$ cat config.mk
export PLATFORM = sky130hd
export DESIGN_NAME = cache_controller
export DESIGN_NICKNAME = d
export VERILOG_FILES = /design/src/rtl/cache_pkg.sv /design/src/rtl/cache_tag_array.sv /design/src/rtl/cache_controller.sv
export SDC_FILE = /design/constraint.sdc
export NUM_CORES = 1
export LEC_CHECK = 0
export BUFFER_PORTS_ARGS = -buffer_cell sky130_fd_sc_hd__buf_2
export CAP_MARGIN = 0
export CORE_MARGIN = 4
export CORE_UTILIZATION = 55
export CTS_BUF_LIST = sky130_fd_sc_hd__clkbuf_4
export CTS_CLUSTER_DIAMETER = 80
export DETAILED_ROUTE_END_ITERATION = 10
export GPL_ROUTABILITY_DRIVEN = 0
export PLACE_DENSITY = 0.76
export SYNTH_ARGS = -nofsm -noshare
export SYNTH_HDL_FRONTEND = slang
export SYNTH_HIERARCHICAL = 1
export SYNTH_SLANG_ARGS = --single-unit
$ cat constraint.sdc
create_clock -name clk -period 3.6 [get_ports clk]
set_clock_uncertainty 0.15 [all_clocks]
set_input_delay 0.72 -clock clk [delete_from_list [all_inputs] [get_ports clk]]
set_output_delay 0.72 -clock clk [all_outputs]
set_load 0.01 [all_outputs]
$ cat src/rtl/cache_pkg.sv
// Shared constants, address-field layout and FSM state encoding for the
// direct-mapped cache controller (32 lines x 4 words, 10-bit word address).
package cache_pkg;

    localparam int ADDR_W   = 10;
    localparam int INDEX_W  = 5;
    localparam int OFFSET_W = 2;
    localparam int TAG_W    = ADDR_W - INDEX_W - OFFSET_W;

    // Word address split into its cache fields, MSB first
    typedef struct packed {
        logic [TAG_W-1:0]    tag;
        logic [INDEX_W-1:0]  index;
        logic [OFFSET_W-1:0] offset;
    } cache_addr_t;

    typedef enum logic [2:0] {
        ST_IDLE   = 3'd0,
        ST_REFILL = 3'd1,
        ST_LOOKUP = 3'd2,
        ST_WRMEM  = 3'd3,
        ST_RESP   = 3'd4
    } cache_state_t;

endpackage

$ cat src/rtl/cache_tag_array.sv
// Per-line valid bit and tag storage: combinational read port, single
// synchronous write port, whole array cleared asynchronously by rst (active-low).
module cache_tag_array #(
    parameter int INDEX_W = 5,
    parameter int TAG_W   = 3
) (
    input  logic               clk,
    input  logic               rst,
    input  logic [INDEX_W-1:0] i_rd_index,
    output logic               o_rd_valid,
    output logic [TAG_W-1:0]   o_rd_tag,
    input  logic               i_wr_en,
    input  logic [INDEX_W-1:0] i_wr_index,
    input  logic [TAG_W-1:0]   i_wr_tag
);

    localparam int DEPTH = 1 << INDEX_W;

    logic [DEPTH-1:0] r_valid;
    logic [TAG_W-1:0] r_tag [DEPTH];
    logic [DEPTH-1:0] w_line_we;

    // One write-enable per line, decoded from the write index
    genvar gi;
    generate
        for (gi = 0; gi < DEPTH; gi++) begin : g_we
            assign w_line_we[gi] = i_wr_en && (i_wr_index == INDEX_W'(gi));
        end
    endgenerate

    // Line update on refill completion; reset invalidates every line
    always_ff @(posedge clk or negedge rst) begin
        if (!rst) begin
            for (int i = 0; i < DEPTH; i++) begin
                r_valid[i] <= 1'b0;
                r_tag[i]   <= '0;
            end
        end else begin
            for (int i = 0; i < DEPTH; i++) begin
                if (w_line_we[i]) begin
                    r_valid[i] <= 1'b1;
                    r_tag[i]   <= i_wr_tag;
                end
            end
        end
    end

    assign o_rd_valid = r_valid[i_rd_index];
    assign o_rd_tag   = r_tag[i_rd_index];

endmodule

$ cat src/rtl/cache_controller.sv
// Direct-mapped, write-through / no-write-allocate cache controller.
// Optional hit/miss statistics counters are built when CACHE_STATS_EN is defined.
import cache_pkg::*;

module cache_controller #(
    parameter int ADDR_W   = cache_pkg::ADDR_W,
    parameter int INDEX_W  = cache_pkg::INDEX_W,
    parameter int OFFSET_W = cache_pkg::OFFSET_W
) (
    input  logic              clk,
    input  logic              rst,
    input  logic              cpu_req,
    input  logic              cpu_we,
    input  logic [ADDR_W-1:0] cpu_addr,
    output logic              cpu_ready,
    output logic [ADDR_W-1:0] cache_addr,
    output logic              write_cache,
    output logic              read_cache,
    output logic              write_from_memory,
    output logic              mem_rd_req,
    output logic              mem_wr_req,
    output logic [ADDR_W-1:0] mem_addr,
    input  logic              mem_ack
`ifdef CACHE_STATS_EN
    ,
    output logic [15:0]       hit_count,
    output logic [15:0]       miss_count
`endif
);

    localparam int TAG_W = ADDR_W - INDEX_W - OFFSET_W;

    cache_state_t          r_state, r_state_next;
    cache_addr_t           r_addr, r_addr_next;
    logic                  r_we, r_we_next;
    logic [OFFSET_W-1:0]   r_beat, r_beat_next;

    logic [INDEX_W-1:0]    w_cpu_index;
    logic [TAG_W-1:0]      w_cpu_tag;
    logic                  w_line_valid;
    logic [TAG_W-1:0]      w_line_tag;
    logic                  w_hit;
    logic                  w_tag_we;
    logic [ADDR_W-1:0]     w_refill_addr;
    logic                  w_accept;

    assign w_cpu_index   = cpu_addr[OFFSET_W +: INDEX_W];
    assign w_cpu_tag     = cpu_addr[ADDR_W-1 -: TAG_W];
    assign w_hit         = w_line_valid && (w_line_tag == w_cpu_tag);
    assign w_refill_addr = {r_addr.tag, r_addr.index, r_beat};
    // Acceptance is gated by rst so a held request cannot strobe during reset
    assign w_accept      = rst && (r_state == ST_IDLE) && cpu_req;

    cache_tag_array #(
        .INDEX_W (INDEX_W),
        .TAG_W   (TAG_W)
    ) u_tags (
        .clk        (clk),
        .rst        (rst),
        .i_rd_index (w_cpu_index),
        .o_rd_valid (w_line_valid),
        .o_rd_tag   (w_line_tag),
        .i_wr_en    (w_tag_we),
        .i_wr_index (r_addr.index),
        .i_wr_tag   (r_addr.tag)
    );

    // State, latched request and refill beat registers
    always_ff @(posedge clk or negedge rst) begin
        if (!rst) begin
            r_state <= ST_IDLE;
            r_addr  <= '0;
            r_we    <= 1'b0;
            r_beat  <= '0;
        end else begin
            r_state <= r_state_next;
            r_addr  <= r_addr_next;
            r_we    <= r_we_next;
            r_beat  <= r_beat_next;
        end
    end

    // Next-state and strobe decode; every output forced low while in reset
    always_comb begin
        r_state_next      = r_state;
        r_addr_next       = r_addr;
        r_we_next         = r_we;
        r_beat_next       = r_beat;
        cpu_ready         = 1'b0;
        cache_addr        = r_addr;
        write_cache       = 1'b0;
        read_cache        = 1'b0;
        write_from_memory = 1'b0;
        mem_rd_req        = 1'b0;
        mem_wr_req        = 1'b0;
        mem_addr          = '0;
        w_tag_we          = 1'b0;
        case (r_state)
            ST_IDLE: begin
                if (cpu_req) begin
                    r_addr_next = cpu_addr;
                    r_we_next   = cpu_we;
                    r_beat_next = '0;
                    // The data array must see the incoming address in the acceptance cycle
                    cache_addr  = cpu_addr;
                    if (cpu_we) begin
                        write_cache  = w_hit;
                        r_state_next = ST_WRMEM;
                    end else if (w_hit) begin
                        read_cache   = 1'b1;
                        r_state_next = ST_RESP;
                    end else begin
                        r_state_next = ST_REFILL;
                    end
                end
            end
            ST_REFILL: begin
                mem_rd_req = 1'b1;
                mem_addr   = w_refill_addr;
                if (mem_ack) begin
                    write_from_memory = 1'b1;
                    cache_addr        = w_refill_addr;
                    r_beat_next       = r_beat + 1'b1;
                    if (r_beat == '1) begin
                        w_tag_we     = 1'b1;
                        r_state_next = ST_LOOKUP;
                    end
                end
            end
            ST_LOOKUP: begin
                read_cache   = 1'b1;
                r_state_next = ST_RESP;
            end
            ST_WRMEM: begin
                mem_wr_req = 1'b1;
                mem_addr   = r_addr;
                if (mem_ack) begin
                    r_state_next = ST_RESP;
                end
            end
            ST_RESP: begin
                cpu_ready    = 1'b1;
                r_state_next = ST_IDLE;
            end
            default: begin
                r_state_next = ST_IDLE;
            end
        endcase
        if (!rst) begin
            cpu_ready         = 1'b0;
            cache_addr        = '0;
            write_cache       = 1'b0;
            read_cache        = 1'b0;
            write_from_memory = 1'b0;
            mem_rd_req        = 1'b0;
            mem_wr_req        = 1'b0;
            mem_addr          = '0;
            w_tag_we          = 1'b0;
        end
    end

`ifdef CACHE_STATS_EN
    logic [15:0] r_hit_count;
    logic [15:0] r_miss_count;

    // Saturating hit/miss counters, stepped once per accepted request
    always_ff @(posedge clk or negedge rst) begin
        if (!rst) begin
            r_hit_count  <= '0;
            r_miss_count <= '0;
        end else if (w_accept) begin
            if (w_hit) begin
                if (r_hit_count != 16'hFFFF) r_hit_count <= r_hit_count + 16'd1;
            end else begin
                if (r_miss_count != 16'hFFFF) r_miss_count <= r_miss_count + 16'd1;
            end
        end
    end

    assign hit_count  = r_hit_count;
    assign miss_count = r_miss_count;
`else
    logic w_unused_accept;
    assign w_unused_accept = w_accept;
`endif

endmodule

# After elaboration in Yosys (flattened, before gate mapping)
# Index checks and enable logic that the tools add are counted.
[word_totals] ff_bits=143 input_bits=15 out_inout_bits=26 elab_cells=195
[op_classes] addsub=1 n_lt_le_gt_ge=2 n_eq_ne=41 mux=43 bitwise=1 n_reduce_logical=38
[ops] operator="$eq A5 B5 Y1 const B" n=16
[ops] operator="$eq A5 B4 Y1 const B" n=8
[ops] operator="$pmux W10 S2" n=2
[ops] operator="$logic_and A1 B1 Y1" n=33
[ops] operator="$mux W10" n=3
[ops] operator="$mux W3" n=8
[ops] operator="$mux W1" n=22
[ops] operator="$eq A5 B3 Y1 const B" n=4
[ops] operator="$bmux W3 S5" n=1
[ops] operator="$pmux W3 S4" n=1
[ops] operator="$eq A5 B2 Y1 const B" n=2
[ops] operator="$ne A2 B2 Y1 const B" n=4
[ops] operator="$eq A3 B2 Y1 const B" n=2
[ops] operator="$ge A6 B6 Y1 const B" n=1
[ops] operator="$lt A5 B6 Y1 const B" n=1
[ops] operator="$mux W2" n=3
[ops] operator="$not A5 Y6" n=1
[ops] operator="$bmux W1 S5" n=1
[ops] operator="$eq A5 B1 Y1 const B" n=1
[ops] operator="$logic_not A5 Y1" n=1
[ops] operator="$pmux W2 S2" n=1
[ops] operator="$reduce_and A4 Y1" n=1
[ops] operator="$eq A3 B1 Y1 const B" n=1
[ops] operator="$eq A3 B3 Y1" n=1
[ops] operator="7 further kinds" n=7

# Depth between registers and ports, before layout
# Gate-level depths: netlist of run 1.
[logic_depth] word_depth=11 depth_mapped=8 ltp_nobuf=6

# Hierarchy
# The synthesis of run 1 kept the hierarchy.
[modules_own_cells] module="cache_tag_array" n_inst=1 cells_each=367 area_per_inst_um2=5770.5 seq_area_each_um2=3203.1
[modules_own_cells] module="cache_controller" n_inst=1 cells_each=97 area_per_inst_um2=996.0 seq_area_each_um2=375.4

# Worst setup path before layout of run 1
# Ideal clock, no wire load.
[synth_timing] path_type="input to output" from="input cpu_addr[4]" to="output read_cache" t_arrival_ns=2.989 required_ns=2.730 slack_ns=-0.259 path_stages=8 n_path_buf=2 path_cell_list="clkbuf_1 clkbuf_1 mux4_2 mux4_2 mux2_2 xnor2_1 nand4_1 o21ai_0"
[synth_between] elab_chain_len=11 elab_cells_between_ends=13 cone_classes="eq/ne: 1; mux: 10; bitwise: 1; reduce/logical: 1"
[synth_lines] element="from (decl)" line="cache_controller.sv:14" text="input logic [ADDR_W-1:0] cpu_addr,"
[synth_lines] element="$not A5 Y6 (not written as such)" line="cache_tag_array.sv:49" text="assign o_rd_tag = r_tag[i_rd_index];"
[synth_lines] element="$bmux W3 S5" line="cache_tag_array.sv:49"
[synth_lines] element="$mux W3 (not written as such) (2 in series)" line="cache_tag_array.sv:49"
[synth_lines] element="named net w_line_tag[0]" line="cache_controller.sv:41" text="logic [TAG_W-1:0] w_line_tag;"
[synth_lines] element="$eq A3 B3 Y1" line="cache_controller.sv:49" text="assign w_hit = w_line_valid && (w_line_tag == w_cpu_tag);"
[synth_lines] element="$logic_and A1 B1 Y1" line="cache_controller.sv:49"
[synth_lines] element="$mux W1" line="cache_controller.sv:109" text="end else if (w_hit) begin"
[synth_lines] element="$mux W1" line="cache_controller.sv:106" text="if (cpu_we) begin"
[synth_lines] element="$mux W1" line="cache_controller.sv:100" text="if (cpu_req) begin"
[synth_lines] element="$pmux W1 S2" line="cache_controller.sv:98" text="case (r_state)"
[synth_lines] element="$mux W1" line="cache_controller.sv:149" text="if (!rst) begin"
[synth_lines] element="to (decl)" line="cache_controller.sv:18" text="output logic read_cache,"
# The timed path passes the listed nets, and every way through them passes these cells. The select of a mux whose other input is x is not followed.

# Worst setup path in the final report of run 1
[layout_timing] from="input cpu_addr[3]" to="output read_cache"
# The elaborated chain is that of the path after synthesis.

==> results of run 1 <==
[where the power goes]
part	switching [uW]	internal, uW	total, uW
combinational	467	398	865
clock	552	333	884
sequential	257	1730	1980
total	1280	2460	3730
[cells in the final DEF, fill, tap and decap left out, types with 3 or more instances in the layout]
master and count:
mux2_2 104, clkinvlp_4 5, nand4b_1 5, dfrtp_1 143
mux2i_1 3, clkinv_2 5, nand3_1 3, inv_1 3
clkbuf_4 18, and2_1 17, nor2_1 18, nand4_1 3
nor4bb_1 3, buf_2 38, or2_2 19, nand2_1 15
mux4_2 40, mux2_4 6, nand2b_1 17, nor2b_1 6
nor3_1 7, buf_12 4, buf_4 17
[sequential cells by signal, indices dropped and copies added, names as in the netlist]
register,count
r_beat,2
r_state,3
u_tags/r_valid,32
u_tags/r_tag,96
r_addr,10
[per-layer routing]
| metal | track usage | wire (microns) | vias to the layer above |
|---|---|---|---|
| met4 | 0.0731 | 206 | 0 |
| li1 | - | - | 1813 |
| met1 | 0.307 | 6420 | 2149 |
| met2 | 0.357 | 7550 | 146 |
| met5 | 0 | 0 | - |
| met3 | 0.0632 | 853 | 20 |
[how the worst max path moves through the flow]
stage	startpoint	endpoint	slack [ns]	depth (start not counted)
6_report	cpu_addr[3]	read_cache	-0.23	9
3_3_place_gp	cpu_addr[3]	read_cache	-0.30	9
3_5_place_dp	cpu_addr[3]	read_cache	-0.35	9
5_1_grt	u_tags/r_tag[24]	read_cache	-0.29	7
2_1_floorplan	cpu_addr[4]	read_cache	0.002	8
4_1_cts	u_tags/r_tag[73]	read_cache	-0.23	7
[repair_timing]
action                                  CTS  global route
setup buffers                             4             1
pin swaps                                 5             4
cloned                                    2             0
gates resized for setup                  15             2
endpoints found under the setup margin    2             2
hold buffers                              0             0
[logic make-up after synthesis]
group,Yosys count
compound gates,12
xor+xnor,3
fa+ha+maj,1
buf+inv,30
flops,143
mux,153
simple gates,122
[layout make-up]
| class | instances | area (sq um) |
|---|---|---|
| sequential | 143 | 3580 |
| inverter | 3 | 11.3 |
| timing repair buffer | 65 | 505 |
| clock buffer | 18 | 135 |
| clock inverter | 13 | 100 |
| tap | 147 | 184 |
| fill | 883 | 4410 |
| multi-input combinational | 291 | 3090 |
[per-stage QoR]
stage,TNS [ns],worst slack [ns],cell area (sq um),hold slack (ns)
2_1_floorplan,0,0.00206,6800,0.274
3_3_place_gp,-0.528,-0.296,7210,0.295
3_5_place_dp,-0.617,-0.346,7210,0.300
4_1_cts,-0.427,-0.228,7580,0.149
5_1_grt,-0.541,-0.289,7610,0.170
6_report,-0.384,-0.227,7610,0.104
==> flow_summary.ini, run 1 <==
[place]
port_buffers = 40
dp_cells = 642
dp_hpwl_microns = 10400

[global_route]
track_usage = 0.226
grt_remaining_overflow = 0
grt_max_degree = 159
grt_antenna_before_repair = 0
grt_pass1_wl_microns = 24400
grt_pass1_vias = 4345

[yosys]
ys_ff_latch = 143
synth-compound-area-share = 0.0146
syn_avg_cell_area_sq_um = 14.6
synth_xor_area_frac = 0.00388
yosysWarnings = 6
ys.flop_type = dfrtp_1
synth_adder_area_share = 0.00185
synthSimpleGateAreaFrac = 0.107
synth_area_sq_um = 6770
synth_top_family_by_area = multiplexers
synthTopCellsByCount = dfrtp_1 (143), mux2_2 (107), mux4_2 (40), clkbuf_1 (20), or2_2 (19)
synth_edf_count = 0
synth_top_area_frac = 0.529
yosysSeqAreaShare = 0.529
syn_inst = 464
synth_cell_type_count = 39
synth_top_cell_by_area = dfrtp_1
synth_mux_area_frac = 0.322
synth_nets = 480
synthArstFlopShare = 1.00
synth_most_common_cell = dfrtp_1
synth.area.top_cells = dfrtp_1 (53%), mux2_2 (18%), mux4_2 (13%), or2_2 (1.8%), and2_1 (1.6%)

[detailed_routing]
drt_wl_total_microns = 15000
wl_per_cell_microns = 22.1
drc_errors = 0
vias = 4128
viasPerCell = 6.07
drtIter0Drc = 380
dr.pass1.iters = 5
ant_nets = 0

[run_status]
violations = setup timing
status = finished, violations left

[sta]
fin_crit_ns = 3.83
hold_violations = 0
worst_pin_slew_ns = 1.09
setup_violations = 2
rsz0062_at_grt = true
slew_viol_final = 0
fin_crit_sh = 1.06
layout_setup_ws_ns = -0.227
fmax_mhz = 261
slew_headroom = 0.273

[worst_setup_path]
start_kind = input pin
crit_required_ns = 2.73
reg2reg_depth = 6
cp_top_family = multiplexers
rr_startpoint = r_state[0]
critPathArrivalTime_ns = 2.96
critPathMaxFanout = 6
critical_path.most_common_cell = mux4_2
critical_path_class = in2out
r2r_setup_slack_ns = 0.41
path_cells = buf_12 -> buf_8 -> mux4_2 -> mux4_2 -> mux2_4 -> xnor2_4 -> nand4_1 -> o21ai_2 -> buf_2
r2r_end = u_tags/r_tag[61]
max_stage_delay_ns = 0.51
path_buf_inv = 3
critPathSlowestCell = mux4_2
critPathCaptureType = output port

[cts]
clock_latency_ns = 0.55
cts_inserted_buffers = 17
clockBufferDepth = 2
clk_pin_slew_ns = 0.10
cts_max_level = 4
cts_tree = done
root_buffer = clkbuf_4
cts.sinks = 143

[worst_hold_path]
min_path_type = in2async

[die]
die_x_microns = 119
rows = 40
core_sq_um = 12000
io_pins = 41
die_h_microns = 119
dieArea_sq_um = 14100
start_util = 0.563

[finish]
synthToLayoutAreaGrowth_pct = 12.4
nets = 537
final_util = 0.633
n_antenna_cell = 0
stdcell_count = 680
drive_above_1_share = 0.507

[power]
power.leakage_uw = 0.00376
powerDensity_nw_per_um2 = 491
power_uw = 3730
vdd_drop_max_mv = 0.292

[job]
max-cap-violations = 0
No activity file was read; power rests on OpenSTA's default activity.
==> run 2: changes to the inputs <==
--- a/config.mk
+++ b/config.mk
@@ -13,7 +13,8 @@
 export CTS_CLUSTER_DIAMETER = 80
 export DETAILED_ROUTE_END_ITERATION = 10
 export GPL_ROUTABILITY_DRIVEN = 0
-export PLACE_DENSITY = 0.76
+export PLACE_DENSITY = 0.79
+export SETUP_SLACK_MARGIN = 0.1
 export SYNTH_ARGS = -nofsm -noshare
 export SYNTH_HDL_FRONTEND = slang
 export SYNTH_HIERARCHICAL = 1
==> constraint.sdc (replaced) <==
create_clock -name clk -period 4.1 [get_ports clk]
set_clock_uncertainty 0.15 [all_clocks]
set_input_delay 0.82 -clock clk [delete_from_list [all_inputs] [get_ports clk]]
set_output_delay 0.82 -clock clk [all_outputs]
set_load 0.01 [all_outputs]
==> flow_summary.ini, run 2 (synthesis gave the netlist of run 1 again) <==
[run_status]
status = finished, final reports clean

[sta]
slew_headroom = 0.464
fin_crit_sh = 0.970
rsz0062_at_grt = true
hold_violations = 0
slew_viol_final = 0
worst_pin_slew_ns = 0.805
fmax_mhz = 251
setup_violations = 0
fin_hold_ws_ns = 0.245
fin_crit_ns = 3.98

[worst_setup_path]
critical_path_class = in2out
max_stage_delay_ns = 0.52
start_kind = input pin
critPathSlowestCell = mux4_2
path_cells = buf_16 -> buf_16 -> buf_4 -> mux4_2 -> mux4_2 -> mux2_2 -> nor2b_1 -> nand4_1 -> o21ai_1 -> buf_2
critPathCaptureType = output port
reg2reg_depth = 6
critPathArrivalTime_ns = 3.01
critPathMaxFanout = 7
r2r_setup_slack_ns = 0.86
crit_required_ns = 3.13
rr_startpoint = r_state[0]
r2r_end = u_tags/r_tag[60]

[power]
powerDensity_nw_per_um2 = 449
power.leakage_uw = 0.00379
vdd_drop_max_mv = 0.320
power_uw = 3450

[detailed_routing]
drc_errors = 0
drtIter0Drc = 416
ant_nets = 0
drt_wl_total_microns = 15400
wl_per_cell_microns = 22.7
dr.pass1.iters = 5
vias = 4161
viasPerCell = 6.14

[global_route]
grt_max_degree = 159
track_usage = 0.225
grt_remaining_overflow = 0
grt_pass1_vias = 4242
grt_pass1_wl_microns = 24400
grt_antenna_before_repair = 1

[cts]
clk_pin_slew_ns = 0.11
cts_inserted_buffers = 17
cts_max_level = 4
clock_latency_ns = 0.54
root_buffer = clkbuf_4
cts.sinks = 143
clockBufferDepth = 2
cts_tree = done

[finish]
design_area_sq_um = 7670
final_util = 0.639
stdcell_count = 678
final_cell_mix = dfrtp_1 (143), mux2_2 (104), mux4_2 (40)
multi_input_area_sq_um = 3080
drive_above_1_share = 0.500
reg.largest.list = u_tags/r_tag x96, u_tags/r_valid x32, r_addr x10
top_register = u_tags/r_tag
largest_reg_flops = 96
nets = 533
seqCellArea_sq_um = 3580
final_common_cell = dfrtp_1
synthToLayoutAreaGrowth_pct = 13.4
nFillCells = 870

[worst_hold_path]
min_path_type = in2async

[place]
place_area_sq_um = 7170
dp_hpwl_microns = 10300
dp_cells = 639
port_buffers = 40

[die]
start_util = 0.563
rows = 40
core_sq_um = 12000
dieArea_sq_um = 14100
io_pins = 41
die_h_microns = 119
die_x_microns = 119

[job]
max-cap-violations = 0
## run 2: where the power goes
group | internal, uW | switching (uW)
combinational | 352 | 441
sequential | 1520 | 200
clock | 419 | 519
## run 2: per-stage QoR
step,setup TNS [ns],setup WS (ns)
2_1_floorplan,0,0.107
3_3_place_gp,-0.0691,-0.0691
3_5_place_dp,-0.0373,-0.0373
4_1_cts,0,0.108
5_1_grt,0,0.0250
6_report,0,0.122
## run 2: worst max-delay path by stage
stage,startpoint,to,slack [ns],depth (start not counted)
after floorplan,cpu_addr[3],read_cache,0.11,8
after global placement,cpu_addr[3],read_cache,-0.07,9
after detailed placement,cpu_addr[3],read_cache,-0.04,9
after CTS,cpu_addr[3],read_cache,0.11,10
after global routing,cpu_addr[3],read_cache,0.02,9
final,cpu_addr[3],read_cache,0.12,10
## run 2: critical path: cells and delay by family
family	cells	cell delay, ns
AO/OA/AOI/OAI	1	0.08
buffers and inverters	4	0.51
multiplexers	3	1.34
AND/OR/NAND/NOR	2	0.25
## run 2: area by class of cell
type | instances | share of cell area
Antenna cell | 1 | 0.000326
Clock buffer | 17 | 0.0166
Clock inverter | 15 | 0.0222
Inverter | 3 | 0.00147
Multi-Input combinational cell | 291 | 0.401
Sequential cell | 143 | 0.466
Tap cell | 147 | 0.0240
Timing Repair Buffer | 61 | 0.0683
## run 2: repair_timing
action	CTS	global route
resized for setup	13	8
endpoints found under the setup margin	2	2
cloned	2	2
setup buffers	1	1
hold buffers	0	0
pin swaps	3	6
## run 2: per-layer routing
layer | up-vias | wire length [microns] | GRT usage | share of wire
li1 | 1824 | - | - | -
met1 | 2216 | 6720 | 0.318 | 0.44
met2 | 106 | 7640 | 0.346 | 0.50
met3 | 15 | 789 | 0.0579 | 0.051
met4 | 0 | 210 | 0.0724 | 0.014
met5 | - | 0 | 0 | 0
==> run 3: changes to the inputs <==
--- a/config.mk
+++ b/config.mk
@@ -7,6 +7,7 @@
 export LEC_CHECK = 0
 export BUFFER_PORTS_ARGS = -buffer_cell sky130_fd_sc_hd__buf_2
 export CAP_MARGIN = 0
+export CORE_ASPECT_RATIO = 0.6
 export CORE_MARGIN = 4
 export CORE_UTILIZATION = 55
 export CTS_BUF_LIST = sky130_fd_sc_hd__clkbuf_4
==> flow_summary.ini, run 3 (synthesis gave the netlist of run 1 again) <==
[run_status]
status = finished, final reports clean

[power]
vdd_drop_max_mv = 0.203
swShare = 0.354
powerDensity_nw_per_um2 = 454
power.leakage_uw = 0.00377
clockPowerShare = 0.265
p_int_uw = 2240
switchingPower_uw = 1230
p_seq_frac = 0.497
combPwrFrac = 0.238

[global_route]
grt_antenna_before_repair = 0
grt_pass1_wl_microns = 25900
grt_pass1_vias = 4357
track_usage = 0.248
grt_remaining_overflow = 0
grt_max_degree = 159

[finish]
final_common_cell = dfrtp_1
largest_reg_flops = 96
drive_above_1_share = 0.500
reg.largest.list = u_tags/r_tag x96, u_tags/r_valid x32, r_addr x10
n_antenna_cell = 0
final_util = 0.637
nets = 531
stdcell_count = 693
nFillCells = 890
top_register = u_tags/r_tag
synthToLayoutAreaGrowth_pct = 13.2
final_cell_mix = dfrtp_1 (143), mux2_2 (104), mux4_2 (40)

[worst_setup_path]
max_stage_delay_ns = 0.55
critPathSlowestCell = mux4_2
critical_path_class = in2out
critPathMaxFanout = 5
critPathArrivalTime_ns = 3.07
path_cells = buf_12 -> buf_8 -> mux4_2 -> mux4_2 -> mux2_4 -> xnor2_2 -> nand4_1 -> o21ai_1 -> buf_2
crit_required_ns = 3.13
start_kind = input pin
r2r_end = u_tags/r_tag[85]
rr_startpoint = r_state[0]
critPathCaptureType = output port
reg2reg_depth = 6
r2r_setup_slack_ns = 0.95
critical_path.most_common_cell = mux4_2

[sta]
slew_headroom = 0.443
rsz0062_at_grt = true
fmax_mhz = 248
fin_crit_ns = 4.04
hold_violations = 0
worst_pin_slew_ns = 0.836
fin_crit_sh = 0.984
slew_viol_final = 0
setup_violations = 0

[place]
dp_hpwl_microns = 11100
dp_cells = 658
port_buffers = 40

[cts]
cts_max_level = 4
cts_tree = done
root_buffer = clkbuf_4
clk_pin_slew_ns = 0.13
clockBufferDepth = 2
cts_inserted_buffers = 17
cts.sinks = 143
clock_latency_ns = 0.54
ctsHoldBuffers = 0
post_cts_buffers = 0

[job]
max-cap-violations = 0

[die]
dieArea_sq_um = 14200
die_x_microns = 151
rows = 31
core_sq_um = 12000
start_util = 0.563
die_h_microns = 93.9
io_pins = 41

[detailed_routing]
viasPerCell = 6.14
dr.pass1.iters = 5
drtIter0Drc = 409
vias = 4253
wl_per_cell_microns = 23.8
drc_errors = 0
drt_wl_total_microns = 16500
ant_nets = 0

[worst_hold_path]
min_path_type = in2async
[run 3: cell count changes in the layout (fill, tap and decap cells not counted), moves of 2 or more]
cell and delta:
inv_6 +4, buf_12 +3, buf_8 -2, clkinv_4 -2
[run 3: final cells by class]
type                       count  area, sq um  area share
inverter                       3         11.3     0.00147
tap                          165          206      0.0270
sequential                   143         3580       0.467
multi-input combinational    291         3080       0.402
timing repair buffer          59          498      0.0650
clock inverter                15          160      0.0209
clock buffer                  17          128      0.0167
[run 3: worst max-delay path by stage]
stage | to | startpoint
after detailed placement | read_cache | cpu_addr[3]
after CTS | read_cache | cpu_addr[3]
after global routing | read_cache | cpu_addr[3]
after floorplan | read_cache | cpu_addr[3]
final | read_cache | cpu_addr[3]
after global placement | read_cache | cpu_addr[3]
[run 3: power by group through the flow]
stage	registers (uW)	logic, uW	clock network (uW)
after floorplan	1630	570	0
after global placement	1730	774	0
after detailed placement	1740	795	0
after CTS	1720	814	939
after global routing	1740	885	1010
final	1730	828	920
[run 3: repair_timing]
action / 4_1_cts / 5_1_grt
cloned: 2 / 1
gates resized for setup: 15 / 5
setup endpoints to repair: 2 / 2
pin swaps: 4 / 7
[run 3: worst max-delay path, delay by kind of cell]
family / cells / cell delay [ns]
AND/OR/NAND/NOR: 1 / 0.18
multiplexers: 3 / 1.36
buffers and inverters: 3 / 0.38
AO/OA/AOI/OAI: 1 / 0.16
XOR/XNOR: 1 / 0.16
[run 3: routing by layer]
layer	vias up	routed length (microns)	part of all wire	GRT usage
met5	-	0	0	0
met4	0	161	0.0097	0.0656
met3	12	1410	0.085	0.0699
met2	176	7130	0.43	0.335
met1	2253	7810	0.47	0.392
li1	1812	-	-	-
[run 3: per-stage QoR]
stage          instance area, sq um  hold WS, ns  total power, uW  setup slack, ns  setup TNS, ns
3_5_place_dp                   7220        0.301             2540          -0.0693         -0.125
6_report                       7660        0.210             3470           0.0649              0
2_1_floorplan                  6770        0.279             2200            0.107              0
3_3_place_gp                   7220        0.295             2510          -0.0270        -0.0270
4_1_cts                        7610        0.267             3470           0.0895              0
5_1_grt                        7660        0.266             3640         -0.00212       -0.00212
